--- config.mk ---
export PLATFORM = sky130hd
export DESIGN_NAME = rng_sched
export DESIGN_NICKNAME = d
export VERILOG_FILES = /design/src/rtl/rng_pkg.sv /design/src/rtl/lfsr16.sv /design/src/rtl/rng_sched.sv
export SDC_FILE = /design/constraint.sdc
export NUM_CORES = 1
export LEC_CHECK = 0
export CORE_ASPECT_RATIO = 1.5
export CORE_MARGIN = 2
export CORE_UTILIZATION = 45
export CTS_CLUSTER_DIAMETER = 120
export DETAILED_ROUTE_END_ITERATION = 10
export PLACE_DENSITY = 0.71
export SLEW_MARGIN = 5
export SYNTH_ARGS = -nofsm -noshare
export SYNTH_HDL_FRONTEND = slang
export SYNTH_SLANG_ARGS = --single-unit
--- constraint.sdc ---
create_clock -name clk -period 7.2 [get_ports clk]
set_input_delay 1.08 -clock clk [delete_from_list [all_inputs] [get_ports clk]]
set_output_delay 1.08 -clock clk [all_outputs]
set_load 0.005 [all_outputs]
--- src/rtl/rng_pkg.sv ---
// Shared definitions for the random-number scheduler: LFSR geometry, tap
// positions, default seed, drawn-value width and the single-step function.
package rng_pkg;

  localparam int LFSR_W = 16;
  localparam int CAND_W = 3;

  localparam logic [LFSR_W-1:0] DEFAULT_SEED = 16'h600D;

  localparam int TAP_A = 0;
  localparam int TAP_B = 2;
  localparam int TAP_C = 3;
  localparam int TAP_D = 5;

  typedef logic [LFSR_W-1:0] lfsr_t;
  typedef logic [CAND_W-1:0] cand_t;

  // Fibonacci step: feedback enters at the MSB, the register shifts right.
  function automatic lfsr_t lfsr_next(input lfsr_t s);
    return {s[TAP_A] ^ s[TAP_B] ^ s[TAP_C] ^ s[TAP_D], s[LFSR_W-1:1]};
  endfunction

endpackage

--- src/rtl/lfsr16.sv ---
// 16-bit Fibonacci LFSR with synchronous reset to SEED, a parallel load and
// a step enable. Load takes priority over step.
module lfsr16
  import rng_pkg::*;
#(
  parameter logic [LFSR_W-1:0] SEED = DEFAULT_SEED
) (
  input  logic              clk,
  input  logic              reset,
  input  logic              step,
  input  logic              load,
  input  logic [LFSR_W-1:0] load_val,
  output logic [LFSR_W-1:0] state
);

  // NOTE: sequential state uses non-blocking assignments so every flop
  // samples the values that existed before the clock edge.
  always_ff @(posedge clk) begin
    if (reset) begin
      state <= SEED;
    end else if (load) begin
      state <= load_val;
    end else if (step) begin
      state <= lfsr_next(state);
    end
  end

endmodule

--- src/rtl/rng_sched.sv ---
// Random-number scheduler: an LFSR feeds a 2-entry prefetch buffer of
// accepted values, handed out to requesters through a round-robin arbiter.
module rng_sched
  import rng_pkg::*;
#(
  parameter int                NREQ  = 4,
  parameter logic [LFSR_W-1:0] SEED  = DEFAULT_SEED,
  parameter int                RANGE = 7
) (
  input  logic              clk,
  input  logic              reset,
  input  logic [NREQ-1:0]   req,
  input  logic              seed_load,
  input  logic [LFSR_W-1:0] seed_val,
  output logic [NREQ-1:0]   gnt,
  output logic [CAND_W-1:0] data,
  output logic [1:0]        level
);

  localparam int PTR_W = (NREQ > 1) ? $clog2(NREQ) : 1;

  logic [LFSR_W-1:0] state;
  logic [LFSR_W-1:0] load_val;
  logic              lockup;
  logic              lfsr_load;
  logic              step;
  logic              push;
  logic              pop;
  logic              grant_ok;
  logic [CAND_W-1:0] cand;
  logic [CAND_W-1:0] head;
  logic [CAND_W-1:0] tail;
  logic [PTR_W-1:0]  ptr;
  logic [PTR_W-1:0]  pick;
  logic [PTR_W-1:0]  ptr_next;

  function automatic logic [PTR_W-1:0] wrap(input int i);
    return PTR_W'(i % NREQ);
  endfunction

  // A zero state would stick forever, so it is treated as a reload request.
  assign lockup    = (state == '0);
  assign lfsr_load = seed_load || lockup;
  assign load_val  = (seed_load && (seed_val != '0)) ? seed_val : SEED;
  assign cand      = state[CAND_W-1:0];

  // Draw order is fixed by the LFSR alone: the register only moves when the
  // value it exposes has somewhere to go (or is being thrown away).
  assign step = !((level == 2'd2) && !pop);
  assign push = step && !lfsr_load && (int'(cand) < RANGE);

  lfsr16 #(
    .SEED(SEED)
  ) u_lfsr (
    .clk     (clk),
    .reset   (reset),
    .step    (step),
    .load    (lfsr_load),
    .load_val(load_val),
    .state   (state)
  );

  // Round-robin pick: walk downward so the lowest offset from ptr wins.
  always_comb begin
    // NOTE: every combinationally assigned signal gets a default first, so no
    // path leaves it holding its old value (which would infer a latch).
    pick = ptr;
    for (int k = NREQ - 1; k >= 0; k--) begin
      if (req[wrap(int'(ptr) + k)]) begin
        pick = wrap(int'(ptr) + k);
      end
    end
  end

  assign grant_ok = !reset && !seed_load && (level != 2'd0) && (|req);
  assign pop      = grant_ok;
  assign ptr_next = (pick == PTR_W'(NREQ - 1)) ? '0 : pick + PTR_W'(1);

  always_comb begin
    gnt = '0;
    if (grant_ok) begin
      gnt[pick] = 1'b1;
    end
  end

  assign data = grant_ok ? head : '0;

  always_ff @(posedge clk) begin
    if (reset) begin
      // NOTE: the two buffer slots are reset along with level; they are only
      // a handful of flops and keeping them defined avoids X on the datapath.
      level <= 2'd0;
      head  <= '0;
      tail  <= '0;
      ptr   <= '0;
    end else if (seed_load) begin
      level <= 2'd0;
    end else begin
      if (pop) begin
        ptr <= ptr_next;
      end
      case ({push, pop})
        2'b10: begin
          if (level == 2'd0) begin
            head <= cand;
          end else begin
            tail <= cand;
          end
          level <= level + 2'd1;
        end
        2'b01: begin
          head  <= tail;
          level <= level - 2'd1;
        end
        2'b11: begin
          if (level == 2'd1) begin
            head <= cand;
          end else begin
            head <= tail;
            tail <= cand;
          end
        end
        default: begin
        end
      endcase
    end
  end

endmodule

==> results_dict.tcl, run 1 <==
set metrics [dict create \
    dpl_worst_slack_ps 2900 \
    synth.distinct_cells 43 \
    grt_pass1_vias 1486 \
    setup_viol 0 \
    worst_ep_arrival_time_ps 3190 \
    wl_microns 3690 \
    diodes 0 \
    place_congestion 0.791 \
    finalCritPeriodShare 0.593 \
    path_class "in2out" \
    placed_area_sq_um 1980 \
    post-cts-setup-buffers 0 \
    via_per_inst 5.85 \
    place_inst 264 \
    postLayoutCoreUtil 0.566 \
    drv_cap 0 \
    cts_buffer_depth 2 \
    start_util 0.462 \
    synth_top_area_frac 0.312 \
    path_cells "clkdlybuf4s50_1, nor3_4, and3_1, clkdlybuf4s50_1" \
    ys_ff_latch 26 \
    syn_area_sq_um 1670 \
    powerDensity_nw_per_um2 179 \
    layout-drive-gt1-share 0.0622 \
    ir_drop_uv 114 \
    crit_buf_inv 2 \
    yosysSeqAreaShare 0.312 \
    stdcell_count 268 \
    port_buffers 31 \
    root_buffer "clkbuf_8" \
    finalSetupTns_ps 0 \
    grt_busiest_layer "met2" \
    hold_violations 0 \
    grt_antenna_before_repair 0 \
    yosysMostFrequentCell "dfxtp_1" \
    design.die.area_sq_um 4220 \
    wl_per_cell_microns 13.8 \
    drv_slew 0 \
    avgSynthCellArea_sq_um 8.30 \
    clock_latency_ps 270 \
    grt-ovfl-total 0 \
    cts_resized 0 \
    grt.met1_usage 0.207 \
    use_met2 0.344 \
    synth_edf_count 0 \
    finalWorstSetupSlack_ps 2930 \
    final_area_sq_um 2050 \
    hold_slack_ps 505 \
    fin_skew_ps 4.45 \
    cts_sinks 26 \
    cp.required_ps 6120 \
    drt_iter0_markers 41 \
    ys.warnings.count 0 \
    yosys-top-cells-area "dfxtp_1 31%, ha_1 9.0%, a211oi_1 6.7%, nor2_1 4.3%, nor3_1 3.9%" \
    syn_nets 236 \
    vias 1569 \
    crit_top_cell "clkdlybuf4s50_1" \
    cpMaxStageDelayCell "clkdlybuf4s50_1" \
    p_leak_nw 0.789 \
    dpl.hpwl_microns 2810 \
    hp-class "reg2reg" \
    row_count 27 \
    syn2layout_area_growth_pct 22.6 \
    power_uw 366 \
    status "complete, no violations" \
    async_flop_share 0 \
    dr.pass1.iters 4 \
    rsz0062_at_grt "no" \
    use_met3 0.0304 \
    hold_buffers 0 \
    grt_use_total 0.192 \
    critPathMaxStageDelay_ps 800 \
    drc_errors 0 \
    fin_nets 261 \
    grt_max_degree 29 \
    coreArea_sq_um 3610 \
    synth_top_cell_by_area "dfxtp_1" \
    die_height_microns 78.6 \
    numCtsBuffers 3 \
    fp.dieW_microns 53.7 \
    clock.fmax_mhz 234 \
    boundaryPins 32 \
    cts_tree "done" \
    crit_family "buffers and inverters" \
    h-tree-depth 1 \
    clkTransAtPathRegs_ps 90 \
    synth_top_cells_by_count "26 x dfxtp_1, 19 x nor2_1, 15 x a211oi_1, 15 x nand2_1, 13 x nor3_1" \
    ant_nets 0 \
    tightest_slew_ps 753 \
    critPathMaxFanout 19 \
    netlist_instances 201 \
    grt_pass1_wl_microns 6170 \
    synth_top_flop_cell "dfxtp_1" \
    slew_headroom 0.496 \
    cp-start-kind "input pin" \
    critPathCaptureType "output pin" \
    finalCriticalPeriod_ps 4270 \
]
## worst min-delay path: stages (launching register included)
cell and delay, ps:
dfxtp_1 340, mux2i_1 60, nor2_1 70
## worst paths after layout
check / from / to / slack (ps) / cells past startpoint
worst max-delay path: seed_load / gnt[1] / 2930 / 4
worst min-delay path: tail[2] / tail[2] / 500 / 2
worst max register to register: level[0] / tail[0] / 4330 / 11
worst min register to register: tail[2] / tail[2] / 500 / 2
## sequential cells by signal, indices dropped and copies added, names as in the netlist
name and flops:
tail 3, u_lfsr.state 16, ptr 2, head 3
level 2
## where the power goes
part	switching (mW)	total, mW	leakage, nW	internal (mW)
combinational	0.0405	0.0792	0.539	0.0388
sequential	0.0102	0.165	0.214	0.155
clock	0.0469	0.121	0.0357	0.0745
total	0.0976	0.366	0.789	0.268
## layout by cell type, fill, tap and decap left out, drive strengths merged
cell,n
a21boi,1
o221a,1
and3,7
a2bb2oi,1
ha,12
inv,8
a22o,1
xnor2,2
dfxtp,26
clkbuf,3
nor4b,1
a2111oi,1
a31oi,6
o21ai,16
clkdlybuf4s50,31
nand3,1
o41ai,1
buf,2
bufinv,1
a41o,1
o211a,1
o41a,1
a22oi,3
nor2,19
nand2,15
nor4,5
nor2b,3
o22a,1
a21oi,8
a211oi,16
a21bo,1
nor3,14
a41oi,1
a221o,1
and2,2
or4,5
xor2,3
mux2i,3
## layer usage
metal,wire [microns],vias up
met5,0,-
met1,1520,724
li1,-,797
met3,133,7
met4,93,0
met2,1950,41
## kinds of logic after synthesis
group | after synthesis | share of synthesized area
AND/OR/NAND/NOR | 72 | 0.222
AO/OA/AOI/OAI | 62 | 0.271
flip-flops | 26 | 0.312
buffers and inverters | 21 | 0.0615
adder cells (fa/ha/maj) | 12 | 0.0900
XOR/XNOR | 5 | 0.0262
multiplexers | 3 | 0.0180
## area by class of cell
cell class	count	area (sq um)
clock buffers	3	41.3
clock inverters	1	30.0
fillers	339	1570
inverters	8	30.0
multi-input cells	154	1050
flip-flops and latches	26	520
well taps	43	53.8
repair buffers	33	325
Note: power is estimated with default switching activity, not from simulation.
==> inputs of run 2 (changes only) <==
--- a/config.mk
+++ b/config.mk
@@ -10,7 +10,7 @@
 export CORE_UTILIZATION = 45
 export CTS_CLUSTER_DIAMETER = 120
 export DETAILED_ROUTE_END_ITERATION = 10
-export PLACE_DENSITY = 0.71
+export PLACE_DENSITY = 0.73
 export SLEW_MARGIN = 5
 export SYNTH_ARGS = -nofsm -noshare
 export SYNTH_HDL_FRONTEND = slang
==> constraint.sdc (replaced) <==
create_clock -name clk -period 3.7 [get_ports clk]
set_input_delay 0.555 -clock clk [delete_from_list [all_inputs] [get_ports clk]]
set_output_delay 0.555 -clock clk [all_outputs]
set_load 0.005 [all_outputs]
==> run 2 against run 1 <==
Non-clock buffer count increased by 3; sequential share of layout area down 0.28 points; critical path depth rose by 4; first-iteration DRC count rose by 51%; clock power rose by 96%; largest cell class unchanged; largest power group unchanged; highest routed layer unchanged.
==> results_dict.tcl, run 2 (synthesized netlist as in run 1, its figures left out) <==
set metrics [dict create \
    crit_buf_inv 3 \
    worst_ep_arrival_time_ps 2610 \
    row_count 27 \
    hold_slack_ps 502 \
    powerDensity_nw_per_um2 347 \
    syn2layout_area_growth_pct 24.0 \
    finalCriticalPeriod_ps 3160 \
    final_cell_mix "31 x clkdlybuf4s50_1, 26 x dfxtp_1, 19 x nor2_1, 15 x nand2_1, 15 x a211oi_1" \
    port_buffers 31 \
    dr.pass1.iters 4 \
    clkTransAtPathRegs_ps 90 \
    grt_max_degree 28 \
    hp-class "reg2reg" \
    diodes 0 \
    grt_pass1_wl_microns 6660 \
    start_util 0.462 \
    fin_skew_ps 6.56 \
    slew_headroom 0.641 \
    numCtsBuffers 3 \
    hold_buffers 0 \
    cp-start-kind "input pin" \
    critPathCaptureType "output pin" \
    path_class "in2out" \
    post-cts-setup-buffers 0 \
    largest_reg_flops 16 \
    cpMaxStageDelayCell "clkdlybuf4s50_1" \
    fp.dieW_microns 53.7 \
    design.die.area_sq_um 4220 \
    r2r_slack_ps 880 \
    wl_microns 3870 \
    p_leak_nw 0.804 \
    clock.fmax_mhz 316 \
    die_height_microns 78.6 \
    setup_viol 0 \
    tightest_slew_ps 535 \
    wl_per_cell_microns 14.3 \
    crit_top_cell "clkdlybuf4s50_1" \
    multiInputGateArea_sq_um 1050 \
    grt_use_total 0.206 \
    cts_sinks 26 \
    boundaryPins 32 \
    dpl.hpwl_microns 2850 \
    vias 1603 \
    cts_resized 0 \
    rsz0062_at_grt "no" \
    grt-ovfl-total 0 \
    regMostFlops "u_lfsr.state" \
    drt_iter0_markers 62 \
    via_per_inst 5.92 \
    finalCritPeriodShare 0.855 \
    drv_cap 0 \
    critPathMaxFanout 6 \
    reg_top3 "u_lfsr.state: 16 flops, head: 3 flops, tail: 3 flops" \
    cp.required_ps 3140 \
    h-tree-depth 1 \
    cts_tree "done" \
    layout-drive-gt1-share 0.0746 \
    crit_family "buffers and inverters" \
    drv_slew 0 \
    ant_nets 0 \
    grt_antenna_before_repair 0 \
    path_cells "clkdlybuf4s50_1, nor2_1, a221o_1, o22a_1, inv_1, ha_1, and3_1, clkdlybuf4s50_1" \
    root_buffer "clkbuf_8" \
    place_congestion 0.859 \
    ir_drop_uv 281 \
    finalSetupTns_ps 0 \
    clock_latency_ps 270 \
    fin_nets 264 \
    grt_pass1_vias 1556 \
    nFillCells 325 \
    drc_errors 0 \
    coreArea_sq_um 3610 \
    cts_buffer_depth 2 \
    critPathMaxStageDelay_ps 580 \
    status "complete, no violations" \
    final_common_cell "clkdlybuf4s50_1" \
    hold_violations 0 \
    seq_area_sq_um 520 \
]
run 2: cell types whose count changed in the layout (fill, tap and decap cells not counted):
| cell | change |
|---|---|
| buf_4 | +3 |
run 2: tightest hold or removal path, stage by stage, from the launching register on:
cell,delay (ps)
dfxtp_1,320
nor2_1,90
a211oi_1,50
run 2: path summary, 6_finish.rpt:
check | endpoint | cells after the start | startpoint
worst max register to register | tail[2] | 10 | level[0]
worst max-delay path | gnt[1] | 8 | req[1]
worst min register to register | head[0] | 2 | head[0]
worst min-delay path | head[0] | 2 | head[0]
run 2: layer usage:
layer,vias to the layer above,GRT usage,part of all wire
met5,-,0,0
met3,8,0.0247,0.023
met1,753,0.222,0.42
li1,802,-,-
met4,0,0.0897,0.026
met2,40,0.378,0.53
run 2: through the flow:
stage | util | total power, mW | instance area, sq um | instances | worst slack [ps]
finish | 0.573 | 0.718 | 2070 | 271 | 536
global route | 0.573 | 0.755 | 2070 | 271 | 407
CTS | 0.573 | 0.720 | 2070 | 271 | 549
detailed placement | 0.553 | 0.486 | 2000 | 267 | 266
global placement | 0.553 | 0.483 | 2000 | 267 | 317
floorplan | - | 0.428 | 1670 | 201 | 823
run 2: final cells by class:
cell class                      count  area share
Clock buffer                        3      0.0200
Clock inverter                      1      0.0145
Inverter                            8      0.0145
Multi-Input combinational cell    154       0.505
Sequential cell                    26       0.252
Tap cell                           43      0.0260
Timing Repair Buffer               36       0.168
run 2: power breakdown:
part	leakage (nW)	switching (mW)	internal [mW]	total, mW
registers	0.214	0.0207	0.302	0.322
logic	0.554	0.0804	0.0779	0.158
clock network	0.0357	0.0924	0.145	0.237
==> inputs of run 3 (changes only) <==
--- a/config.mk
+++ b/config.mk
@@ -5,7 +5,6 @@
 export SDC_FILE = /design/constraint.sdc
 export NUM_CORES = 1
 export LEC_CHECK = 0
-export CORE_ASPECT_RATIO = 1.5
 export CORE_MARGIN = 2
 export CORE_UTILIZATION = 45
 export CTS_CLUSTER_DIAMETER = 120
==> run 3 against run 2 <==
Cell count up 1.8%; utilization up 0.31 points; die area down 0.24%; critical path depth unchanged; total power down 0.22%; clock skew down 2.8 ps; register-to-register slack about the same; global-route usage down 1.4 points; critical endpoint is now gnt[0].
==> results_dict.tcl, run 3 (synthesized netlist as in run 1, its figures left out) <==
set metrics [dict create \
    hold_buffers 0 \
    finalCriticalPeriod_ps 3150 \
    syn2layout_area_growth_pct 24.4 \
    cts_buffer_depth 2 \
    dr.pass1.iters 4 \
    r2r_slack_ps 870 \
    multiInputGateArea_sq_um 1050 \
    cp.required_ps 3140 \
    start_util 0.463 \
    cp.depth 8 \
    ff2ff_path_depth 10 \
    cts_tree "done" \
    worst_ep_arrival_time_ps 2590 \
    ant_nets 0 \
    p_leak_nw 0.804 \
    final_cell_mix "31 x clkdlybuf4s50_1, 26 x dfxtp_1, 19 x nor2_1, 15 x nand2_1, 15 x a211oi_1" \
    drc_errors 0 \
    fin_skew_ps 3.75 \
    crit_buf_inv 3 \
    grt_use_total 0.192 \
    place_congestion 0.806 \
    port_buffers 31 \
    finalCritPeriodShare 0.851 \
    boundaryPins 32 \
    wl_microns 3740 \
    min_from "head[0]" \
    crit_family "buffers and inverters" \
    clkTransAtPathRegs_ps 90 \
    final_common_cell "clkdlybuf4s50_1" \
    fp.dieW_microns 64.9 \
    diodes 0 \
    hp-class "reg2reg" \
    cts_resized 0 \
    hold_violations 0 \
    numCtsBuffers 3 \
    finalSetupTns_ps 0 \
    nFillCells 368 \
    row_count 22 \
    seq_area_sq_um 520 \
    r2r-end "tail[2]" \
    layout-drive-gt1-share 0.0746 \
    root_buffer "clkbuf_8" \
    grt_pass1_wl_microns 6470 \
    grt_max_degree 28 \
    design.die.area_sq_um 4210 \
    drt_iter0_markers 90 \
    critPathMaxStageDelay_ps 570 \
    min_delay_path_depth 2 \
    cp-start-kind "input pin" \
    path_cells "clkdlybuf4s50_1, nor2_1, a221o_1, o22a_1, inv_1, ha_1, and3_1, clkdlybuf4s50_1" \
    critPathMaxFanout 6 \
    cts_sinks 26 \
    h-tree-depth 1 \
    reg2reg_from "level[0]" \
    setup_viol 0 \
    dpl.hpwl_microns 2760 \
    holdPathEnd "head[0]" \
    final_area_sq_um 2080 \
    via_per_inst 5.63 \
    clock_latency_ps 270 \
    slew_headroom 0.637 \
    rsz0062_at_grt "no" \
    vias 1553 \
    status "complete, no violations" \
    wl_per_cell_microns 13.6 \
    path_class "in2out" \
    drv_cap 0 \
    clock.fmax_mhz 318 \
    ir_drop_uv 190 \
    die_height_microns 64.9 \
    grt_antenna_before_repair 0 \
    largest_reg_flops 16 \
    powerDensity_nw_per_um2 345 \
    grt_pass1_vias 1437 \
    tightest_slew_ps 540 \
    crit_top_cell "clkdlybuf4s50_1" \
    regMostFlops "u_lfsr.state" \
    post-cts-setup-buffers 0 \
    grt-ovfl-total 0 \
    cpMaxStageDelayCell "clkdlybuf4s50_1" \
    drv_slew 0 \
    critPathCaptureType "output pin" \
    reg_top3 "u_lfsr.state: 16 flops, head: 3 flops, tail: 3 flops" \
    fin_nets 264 \
    placed_area_sq_um 2000 \
    coreArea_sq_um 3610 \
]
==> run 3: worst min-delay path, delay by kind of cell, from the launching register on <==
| kind | cells | cell delay (ps) |
|---|---|---|
| flip-flops | 1 | 320 |
| AND/OR/NAND/NOR | 1 | 90 |
| AO/OA/AOI/OAI | 1 | 50 |
==> run 3: per-layer routing <==
layer,up-vias,track usage,share of wire
li1,797,-,-
met5,-,0,0
met4,0,0.0904,0.037
met2,42,0.322,0.47
met3,13,0.0226,0.031
met1,701,0.245,0.46
==> run 3: layout make-up <==
class | instances | area share
multi-input combinational | 154 | 0.504
clock inverter | 1 | 0.0145
inverter | 8 | 0.0145
clock buffer | 3 | 0.0199
timing repair buffer | 36 | 0.168
sequential | 26 | 0.251
tap | 48 | 0.0289
==> run 3: worst max path at each step <==
| stage | start | to | slack (ps) |
|---|---|---|---|
| after floorplan | req[0] | tail[0] | 820 |
| after global placement | req[0] | tail[1] | 350 |
| after detailed placement | req[1] | tail[2] | 270 |
| after CTS | req[1] | gnt[0] | 540 |
| after global routing | req[1] | tail[1] | 350 |
| final | req[1] | gnt[0] | 550 |
==> run 3: power by group <==
group / leakage (nW) / internal (mW) / total, mW / switching (mW)
registers: 0.214 / 0.302 / 0.322 / 0.0202
logic: 0.554 / 0.0778 / 0.157 / 0.0791
clock network: 0.0357 / 0.145 / 0.237 / 0.0926
==> run 3: stage by stage <==
| stage | power, mW | std cells | setup slack [ps] | hold WS [ps] | util |
|---|---|---|---|---|---|
| 2_1_floorplan | 0.428 | 201 | 823 | 460 | - |
| 3_3_place_gp | 0.484 | 272 | 348 | 481 | 0.556 |
| 3_5_place_dp | 0.485 | 272 | 270 | 491 | 0.556 |
| 4_1_cts | 0.719 | 276 | 541 | 508 | 0.576 |
| 5_1_grt | 0.757 | 276 | 350 | 528 | 0.576 |
| 6_report | 0.716 | 276 | 552 | 502 | 0.576 |
